### src/rtl/i2s_tx_word_slicer.sv
// Slices 32-bit TDM slot samples MSB-first into bytes for the I2S/TDM transmit PHY,
// masking unused LSBs and enforcing the configured frame length.
module i2s_tx_word_slicer (
  input  logic        bclk,
  input  logic        rst_n,
  input  logic [31:0] s_axis_tdata,
  input  logic        s_axis_tvalid,
  input  logic        s_axis_tlast,
  output logic        s_axis_tready,
  output logic [7:0]  m_axis_tdata,
  output logic        m_axis_tvalid,
  output logic        m_axis_tlast,
  input  logic        m_axis_tready,
  input  logic        i_enable,
  input  logic [4:0]  i_tdm_num,
  input  logic [5:0]  i_valid_word_width,
  output logic [31:0] o_frame_num,
  output logic        o_error
);

  typedef enum logic [0:0] {
    ST_EMPTY = 1'b0,
    ST_SHIFT = 1'b1
  } state_t;

  state_t      state_r;
  state_t      state_next_s;
  logic [31:0] word_r;
  logic [1:0]  byte_idx_r;
  logic        last_flag_r;
  logic [4:0]  slot_cnt_r;
  logic        in_fire_s;
  logic        out_fire_s;
  logic        last_byte_s;
  logic        expected_last_s;
  logic [31:0] masked_s;

  // Keeps the top 'width' bits; 0 or anything above 32 selects the full slot.
  function automatic logic [31:0] width_mask(input logic [5:0] width);
    logic [5:0] eff;
    eff = ((width == 6'd0) || (width > 6'd32)) ? 6'd32 : width;
    return 32'hFFFF_FFFF << (6'd32 - eff);
  endfunction

  assign last_byte_s     = (byte_idx_r == 2'd3);
  assign in_fire_s       = s_axis_tvalid && s_axis_tready;
  assign out_fire_s      = m_axis_tvalid && m_axis_tready;
  // 5-bit wraparound makes tdm_num=0 mean a 32-slot frame.
  assign expected_last_s = (slot_cnt_r == (i_tdm_num - 5'd1));
  assign masked_s        = s_axis_tdata & width_mask(i_valid_word_width);

  // State register.
  always_ff @(posedge bclk) begin
    if (!rst_n) begin
      state_r <= ST_EMPTY;
    end else begin
      state_r <= state_next_s;
    end
  end

  // Next-state: a reload on the final byte keeps the stream bubble-free.
  always_comb begin
    state_next_s = state_r;
    case (state_r)
      ST_EMPTY: begin
        if (in_fire_s) state_next_s = ST_SHIFT;
        else           state_next_s = ST_EMPTY;
      end
      ST_SHIFT: begin
        if (out_fire_s && last_byte_s && !in_fire_s) state_next_s = ST_EMPTY;
        else                                         state_next_s = ST_SHIFT;
      end
      default: state_next_s = ST_EMPTY;
    endcase
  end

  // Output decode from the holding register.
  always_comb begin
    m_axis_tvalid = (state_r == ST_SHIFT);
    m_axis_tlast  = (state_r == ST_SHIFT) && last_flag_r && last_byte_s;
    case (byte_idx_r)
      2'd0:    m_axis_tdata = word_r[31:24];
      2'd1:    m_axis_tdata = word_r[23:16];
      2'd2:    m_axis_tdata = word_r[15:8];
      2'd3:    m_axis_tdata = word_r[7:0];
      default: m_axis_tdata = 8'd0;
    endcase
    if (rst_n) begin
      s_axis_tready = i_enable && ((state_r == ST_EMPTY) || (last_byte_s && m_axis_tready));
    end else begin
      s_axis_tready = 1'b0;
    end
  end

  // Holding register and byte pointer.
  always_ff @(posedge bclk) begin
    if (!rst_n) begin
      word_r      <= 32'd0;
      byte_idx_r  <= 2'd0;
      last_flag_r <= 1'b0;
    end else if (in_fire_s) begin
      word_r      <= masked_s;
      byte_idx_r  <= 2'd0;
      last_flag_r <= expected_last_s;
    end else if (out_fire_s) begin
      byte_idx_r  <= byte_idx_r + 2'd1;
    end else begin
      byte_idx_r  <= byte_idx_r;
    end
  end

  // Slot counter; an early source tlast resyncs the count to the source framing.
  always_ff @(posedge bclk) begin
    if (!rst_n) begin
      slot_cnt_r <= 5'd0;
    end else if ((state_r == ST_EMPTY) && !i_enable) begin
      slot_cnt_r <= 5'd0;
    end else if (in_fire_s) begin
      if (expected_last_s || s_axis_tlast) slot_cnt_r <= 5'd0;
      else                                 slot_cnt_r <= slot_cnt_r + 5'd1;
    end else begin
      slot_cnt_r <= slot_cnt_r;
    end
  end

  // Sticky frame-length error and emitted-frame counter.
  always_ff @(posedge bclk) begin
    if (!rst_n) begin
      o_error     <= 1'b0;
      o_frame_num <= 32'd0;
    end else begin
      if (in_fire_s && (s_axis_tlast != expected_last_s)) o_error <= 1'b1;
      else                                                o_error <= o_error;
      if (out_fire_s && m_axis_tlast) o_frame_num <= o_frame_num + 32'd1;
      else                            o_frame_num <= o_frame_num;
    end
  end

endmodule

### config.mk
export PLATFORM = sky130hd
export DESIGN_NAME = i2s_tx_word_slicer
export DESIGN_NICKNAME = d
export VERILOG_FILES = /design/src/rtl/i2s_tx_word_slicer.sv
export SDC_FILE = /design/constraint.sdc
export NUM_CORES = 1
export LEC_CHECK = 0
export CAP_MARGIN = 25
export CORE_AREA = 2 2 91 93
export DETAILED_ROUTE_END_ITERATION = 10
export DIE_AREA = 0 0 93 95
export HOLD_SLACK_MARGIN = 0.03
export PLACE_DENSITY_LB_ADDON = 0.2
export SKIP_CTS_REPAIR_TIMING = 1
export SLEW_MARGIN = 15
export SYNTH_ARGS = -nofsm -noshare
export SYNTH_HDL_FRONTEND = slang
export SYNTH_SLANG_ARGS = --single-unit
### constraint.sdc
create_clock -name bclk -period 2.37 [get_ports bclk]
set_input_delay 0.237 -clock bclk [delete_from_list [all_inputs] [get_ports bclk]]
set_output_delay 0.237 -clock bclk [all_outputs]
set_load 0.1 [all_outputs]
# Word level (Yosys, flattened, before mapping)
# Index checks and enable logic that the tools add are counted.
dict set report op_classes {
  add_sub_neg 5
  mul 0
  div_mod_pow 0
  n_lt_le_gt_ge 1
  eq_ne 5
  n_shift 1
  muxes 7
  bitwise 3
  n_reduce_logical 20
}
# operator count
set ops {}
lappend ops {{$add A32 B1 Y32 const B} 1}
lappend ops {{$and A32 B32 Y32} 1}
lappend ops {{$pmux W8 S4} 1}
lappend ops {{$shl A32 B6 Y32 const A} 1}
lappend ops {{$logic_and A1 B1 Y1} 11}
lappend ops {{$gt A6 B6 Y1 const B} 1}
lappend ops {{$logic_not A6 Y1} 1}
lappend ops {{$mux W6} 1}
lappend ops {{$sub A6 B6 Y6 const A} 1}
lappend ops {{$add A5 B1 Y5 const B} 1}
lappend ops {{$eq A5 B5 Y1} 1}
lappend ops {{$mux W5} 1}
lappend ops {{$sub A5 B1 Y5 const B} 1}
lappend ops {{$eq A2 B2 Y1 const B} 2}
lappend ops {{$reduce_or A2 Y1} 2}
lappend ops {{$logic_or A1 B1 Y1} 3}
lappend ops {{$mux W1} 3}
lappend ops {{$add A2 B1 Y2 const B} 1}
lappend ops {{$eq A2 B1 Y1 const B} 1}
lappend ops {{$logic_not A1 Y1} 2}
lappend ops {{$logic_not A2 Y1} 1}
lappend ops {{$not A1 Y1} 2}
lappend ops {{$pmux W1 S2} 1}
lappend ops {{$ne A1 B1 Y1} 1}
dict set report totals {
  reg_bits 74
  latch_bits 0
  ram_bits 0
  rom_bits 0
  inputBits 49
  out_inout_bits 44
  elab_cells 49
  memories 0
}

# Longest topological paths before layout
# Gate-level depths: netlist (run 1).
dict set report logic_depth {
  depth_word 10
  ltp_mapped 9
  depth_no_buf 8
}

# Least setup slack after synthesis (run 1)
# No wires, ideal clock.
dict set report synth_timing {
  path_kind {register -> output}
  start {register byte_idx_r[0]}
  end {output port m_axis_tdata[0]}
  arrival_ps 2567
  required_time_ps 2133
  path_slack_ps -434
  path_stages_with_launch 5
  path_buffers 1
  path_cell_list {dfxtp_1 > inv_1 > ha_1 > clkbuf_1 > mux2i_1}
}
dict set report synth_between {
  elab_chain_cells 2
  elab_cells_between_ends 5
  cone_classes {3 x eq/ne; 1 x mux; 1 x reduce/logical}
}
# element line_no
set synth_lines {}
lappend synth_lines {{start, declared} 29} ;# logic [1:0] byte_idx_r;
lappend synth_lines {{start signal, assigned} 106} ;# byte_idx_r <= byte_idx_r + 2'd1;
lappend synth_lines {{start signal, assigned} 108} ;# byte_idx_r <= byte_idx_r;
lappend synth_lines {{$eq A2 B2 Y1 (tied with other cells)} 81} ;# case (byte_idx_r)
lappend synth_lines {{$pmux W8 S4 *} 81}
lappend synth_lines {{end, declared} 10} ;# output logic [7:0] m_axis_tdata,
# Mark *: on every way between the ends. The rest lies on a longest branch, timed or not.

# Worst setup path in the final report (run 1)
dict set report layout_timing {
  start {register byte_idx_r[0]}
  end {output port m_axis_tdata[1]}
}
# The elaborated chain is that of the path after synthesis.

==> flow_summary.ini, run 1 <==
[floorplan]
die-area_sq_mm = 0.00884
io_pins = 93
core_area_sq_mm = 0.00793
rows = 33
die_w_um = 93
start_util = 0.478
die_h_um = 95

[sta]
post-route-min-period_ps = 2240
post-route-period-util = 0.943
rsz0062_at_grt = no
setup_violations = 0
tightestPinTransition_ps = 594
max_freq_mhz = 447
fin_tns_setup_ps = 0
hold_violations = 0
finalClockSkew_ps = 8.96
slew_headroom = 0.604
slew_viol_final = 0
worst_hold_slack_ps = 437

[clock_tree]
cts_tree = built
htreeDepth = 3
numCtsBuffers = 9
clock_path_buffers = 2
cts-root-buf = clkbuf_8
clk_pin_slew_ps = 80
clock_latency_ps = 350
clock-sinks = 74

[pwr]
power_density_mw_per_mm2 = 534
power.leakage_nw = 2.00
ir_drop_uv = 307

[synthesis]
synth.avg_cell_area_sq_um = 8.54
synthesis.nets = 506
synthArstFlopShare = 0
yosysWarnings = 0
synth_ff_type = dfxtp_1
synth_area_sq_mm = 0.00379
synthCells = 444
synth.distinct_cells = 43
ys_seq_area_frac = 0.391
synth_edf_count = 0
synth-seq-cells = 74

[setup_path]
cp_max_fo = 8
criticalPathCategory = reg -> out
arrival_ps = 2000
end_kind = primary output
path_delay_family = adder cells
cp_num_buf_inv = 2
r2r-end = o_frame_num[25]$_SDFFE_PN0P_
reg2reg_from = byte_idx_r[1]$_SDFFE_PP0P_
path_cells = inv_1, ha_1, mux2i_1, buf_12
slowest_stage = ha_1
cpPeakStageDelay_ps = 550
ff2ff_path_depth = 5
critical_path_required_ps = 2130
start_kind = flip-flop
worst-r2r-setup-slack_ps = 250

[cells_and_area]
syn_to_final_growth_pct = 36.2
antenna_cells = 0
layout-drive-gt1-share = 0.199
layout_common_cells = buf_4, dfxtp_1, clkdlybuf4s50_1
layout_commonest_cell = buf_4
finalNetCount = 604

[global_route]
grt_pass1_vias = 3317
grt_pass1_wl_mm = 16.2
antenna_found_initial = 0
grt_max_degree = 38
track_usage = 0.232
overflow = 0

[route]
routed.top_layer = met4
avgViaCountPerCell = 5.69
ant_nets = 0
wire_per_inst_um = 15.5
wirelength_mm = 10.1
drcViolationCount = 0
wl_met3_um = 551
vias = 3709
drt-met1-wl_mm = 4.47
wl_met2_mm = 4.87
drt_iter0_markers = 230
dr.pass1.iters = 6

[min_path]
hold_depth = 3
min_to = word_r[22]$_SDFFE_PN0P_
hp-start = s_axis_tdata[22]
hp-class = in -> reg

[place]
io_buffers = 92
place_hpwl_mm = 7.27
place.gp.congestion = 0.858

[status]
status = complete, no violations

[flow_run]
maxCapViolCount = 0
-- Yosys cell counts (2+ instances only) --
library cell / number / area [sq um]
a21boi_0: 2 / 15.0
a21oi_1: 39 / 195
a222oi_1: 8 / 80.1
a22o_1: 5 / 43.8
a31o_2: 2 / 17.5
a31oi_1: 2 / 12.5
a32o_1: 11 / 110
and2_1: 5 / 31.3
and3_1: 6 / 37.5
and4_1: 6 / 52.6
buf_1: 3 / 11.3
buf_2: 8 / 40.0
clkbuf_1: 19 / 71.3
dfxtp_1: 74 / 1480
ha_1: 13 / 163
inv_1: 24 / 90.1
mux2i_1: 16 / 160
nand2_1: 39 / 146
nand2b_1: 7 / 43.8
nand3_1: 19 / 95.1
nand3b_1: 2 / 15.0
nand4_1: 15 / 93.8
nor2_1: 21 / 78.8
nor2b_1: 3 / 18.8
nor3_1: 4 / 20.0
nor3b_1: 3 / 22.5
nor4_1: 2 / 12.5
o21ai_0: 15 / 75.1
o221ai_1: 2 / 17.5
o31ai_1: 17 / 128
or3_1: 8 / 50.1
or4_1: 18 / 135
xnor2_1: 10 / 87.6
xor2_1: 7 / 61.3
-- worst min-delay path, stage by stage --
cell and delay [ps]:
clkdlybuf4s50_1 400, nand2_1 50, o21ai_0 60
-- stage by stage --
| stage | utilization | worst slack (ps) | area, sq um | total power, mW | cells |
|---|---|---|---|---|---|
| after floorplan | - | -434 | 3810 | 1.56 | 444 |
| after global placement | 0.623 | 14.3 | 4940 | 1.76 | 635 |
| after detailed placement | 0.623 | -139 | 4940 | 1.77 | 635 |
| after CTS | 0.649 | 72.6 | 5140 | 2.77 | 651 |
| after global routing | 0.651 | 38.3 | 5160 | 2.86 | 652 |
| final | 0.651 | 135 | 5160 | 2.75 | 652 |
-- registers in the layout (all words and copies together) (netlist names) --
name           flops
byte_idx_r         2
last_flag_r        1
m_axis_tvalid      1
o_error            1
o_frame_num       32
slot_cnt_r         5
word_r            32
-- cell families after synthesis --
group                    synth area share
AND/OR/NAND/NOR                     0.234
AO/OA/AOI/OAI                       0.194
flip-flops                          0.391
buffers and inverters              0.0561
XOR/XNOR                           0.0393
multiplexers                       0.0423
adder cells (fa/ha/maj)            0.0429
-- where the power goes --
group | switching [mW] | total, mW | internal (mW)
registers | 0.0155 | 1.29 | 1.27
clock network | 0.471 | 1.01 | 0.538
logic | 0.255 | 0.460 | 0.205
total | 0.742 | 2.75 | 2.01
-- routing by layer --
metal / vias up / track usage
met5: - / 0
met4: 0 / 0.0980
met3: 16 / 0.0359
met2: 116 / 0.381
met1: 1740 / 0.304
li1: 1837 / -
-- layout make-up --
type / instances / area (sq um)
clock inverter: 5 / 52.6
tap: 105 / 131
clock buffer: 11 / 151
timing repair buffer: 117 / 1120
fill: 704 / 2770
sequential: 74 / 1500
inverter: 24 / 90.1
multi-input combinational: 316 / 2110
-- worst max path at each step --
stage	start	to	slack (ps)	cells after the start
6_report	byte_idx_r[0]$_SDFFE_PP0P_	m_axis_tdata[1]	130	4
3_5_place_dp	i_valid_word_width[0]	word_r[26]$_SDFFE_PN0P_	-140	8
5_1_grt	byte_idx_r[1]$_SDFFE_PP0P_	o_frame_num[21]$_SDFFE_PN0P_	40	5
2_1_floorplan	byte_idx_r[0]$_SDFFE_PP0P_	m_axis_tdata[0]	-430	4
4_1_cts	byte_idx_r[0]$_SDFFE_PP0P_	m_axis_tdata[1]	70	5
3_3_place_gp	i_valid_word_width[0]	word_r[25]$_SDFFE_PN0P_	10	8
No activity file was read; power rests on OpenSTA's default activity.
==> inputs of run 2 (changes only) <==
- ABC_AREA: unset -> 0
- SKIP_LAST_GASP: unset -> 1
- SLEW_MARGIN: 15 -> unset
==> run 2 against run 1 <==
Net effect:
- sequential power hardly changed
- critical path type unchanged
- register-to-register slack hardly changed
- clock skew hardly changed
- critical endpoint unchanged
- critical path depth stayed put
- cell area stayed put
- die area stayed put
- clock power hardly changed
==> flow_summary.ini, run 2 (synthesized netlist as in run 1, its figures left out) <==
[status]
status = complete, no violations

[route]
vias = 3731
drcViolationCount = 0
wire_per_inst_um = 15.5
avgViaCountPerCell = 5.72
drt_iter0_markers = 231
dr.pass1.iters = 5
ant_nets = 0
wirelength_mm = 10.1

[setup_path]
path_delay_family = adder cells
end_kind = primary output
arrival_ps = 1990
start_kind = flip-flop
cp_max_fo = 8
slowest_stage = ha_1
cpPeakStageDelay_ps = 550
critical_path_required_ps = 2130
path_cells = inv_1, ha_1, mux2i_1, buf_12
cp_num_buf_inv = 2
criticalPathCategory = reg -> out

[place]
io_buffers = 92
place_hpwl_mm = 7.27
place.gp.congestion = 0.858
placed_cells = 635

[sta]
rsz0062_at_grt = no
fin_tns_setup_ps = 0
max_freq_mhz = 449
slew_viol_final = 0
finalClockSkew_ps = 9.31
slew_headroom = 0.609
post-route-min-period_ps = 2230
post-route-period-util = 0.940
hold_violations = 0
setup_violations = 0
tightestPinTransition_ps = 587

[pwr]
power_density_mw_per_mm2 = 534
p_int_mw = 2.01
swShare = 0.269
comb_power_share = 0.167
power.leakage_nw = 2.00
ir_drop_uv = 307
power.switching_uw = 742
power.share.clock = 0.367
sequentialPowerShare = 0.467

[cells_and_area]
fin_util = 0.651
fillers = 704
final_cells = 652
layout_commonest_cell = buf_4
reg.largest.list = o_frame_num (32), word_r (32), slot_cnt_r (5)
seq_area_sq_mm = 0.00150
layout-drive-gt1-share = 0.199
syn_to_final_growth_pct = 36.2
multi_input_area_sq_mm = 0.00211
antenna_cells = 0
layout_common_cells = buf_4, dfxtp_1, clkdlybuf4s50_1
finalNetCount = 604

[global_route]
grt_pass1_wl_mm = 16.2
grt_max_degree = 38
grt_pass1_vias = 3317
overflow = 0
antenna_found_initial = 0
track_usage = 0.232

[floorplan]
start_util = 0.478
die-area_sq_mm = 0.00884
die_h_um = 95
rows = 33
core_area_sq_mm = 0.00793
io_pins = 93
die_w_um = 93

[clock_tree]
htreeDepth = 3
clk_pin_slew_ps = 70
cts_tree = built
numCtsBuffers = 9
clock_path_buffers = 2
clock-sinks = 74
cts-root-buf = clkbuf_8
clock_latency_ps = 350

[flow_run]
maxCapViolCount = 0

[min_path]
hp-class = in -> reg
## run 2: layer usage
metal,GRT usage,up-vias,part of all wire,wire [um]
met5,0,-,0,0
met4,0.0980,0,0.020,200
met3,0.0359,16,0.055,559
met2,0.381,113,0.48,4870
met1,0.304,1764,0.44,4460
li1,-,1838,-,-
## run 2: final timing paths
kind | from | endpoint | slack [ps] | cells after the start
worst max-delay path | byte_idx_r[0]$_SDFFE_PP0P_ | m_axis_tdata[1] | 140 | 4
worst min-delay path | s_axis_tdata[19] | word_r[19]$_SDFFE_PN0P_ | 440 | 3
worst max register to register | byte_idx_r[1]$_SDFFE_PP0P_ | o_frame_num[27]$_SDFFE_PN0P_ | 250 | 5
worst min register to register | word_r[23]$_SDFFE_PN0P_ | word_r[23]$_SDFFE_PN0P_ | 470 | 2
## run 2: per-stage QoR
stage | power, mW | setup slack, ps | area, sq um | hold slack, ps
4_1_cts | 2.77 | 72.6 | 5140 | 435
3_3_place_gp | 1.76 | 14.3 | 4940 | 448
5_1_grt | 2.86 | 38.3 | 5160 | 464
6_report | 2.75 | 142 | 5160 | 438
3_5_place_dp | 1.77 | -139 | 4940 | 458
2_1_floorplan | 1.56 | -434 | 3810 | 345
## run 2: power groups by stage
stage / clock network, mW / registers [mW] / logic [mW]
floorplan: 0 / 1.32 / 0.232
global placement: 0 / 1.31 / 0.449
detailed placement: 0 / 1.31 / 0.455
CTS: 1.03 / 1.28 / 0.457
global route: 1.08 / 1.29 / 0.489
finish: 1.01 / 1.29 / 0.460
## run 2: layout make-up
class,count,share of cell area
Clock inverter,5,0.0102
Sequential cell,74,0.291
Inverter,24,0.0175
Clock buffer,11,0.0293
Timing Repair Buffer,117,0.218
Multi-Input combinational cell,316,0.409
Tap cell,105,0.0255
## run 2: worst min-delay path, stage by stage
cell,delay (ps)
clkdlybuf4s50_1,400
nand2_1,50
o21ai_0,60
==> inputs of run 3 (changes only) <==
- SKIP_LAST_GASP: 1 -> unset
==> results of run 3 <==
Same layout as run 2: the final DEF is identical, and so are final timing and power.
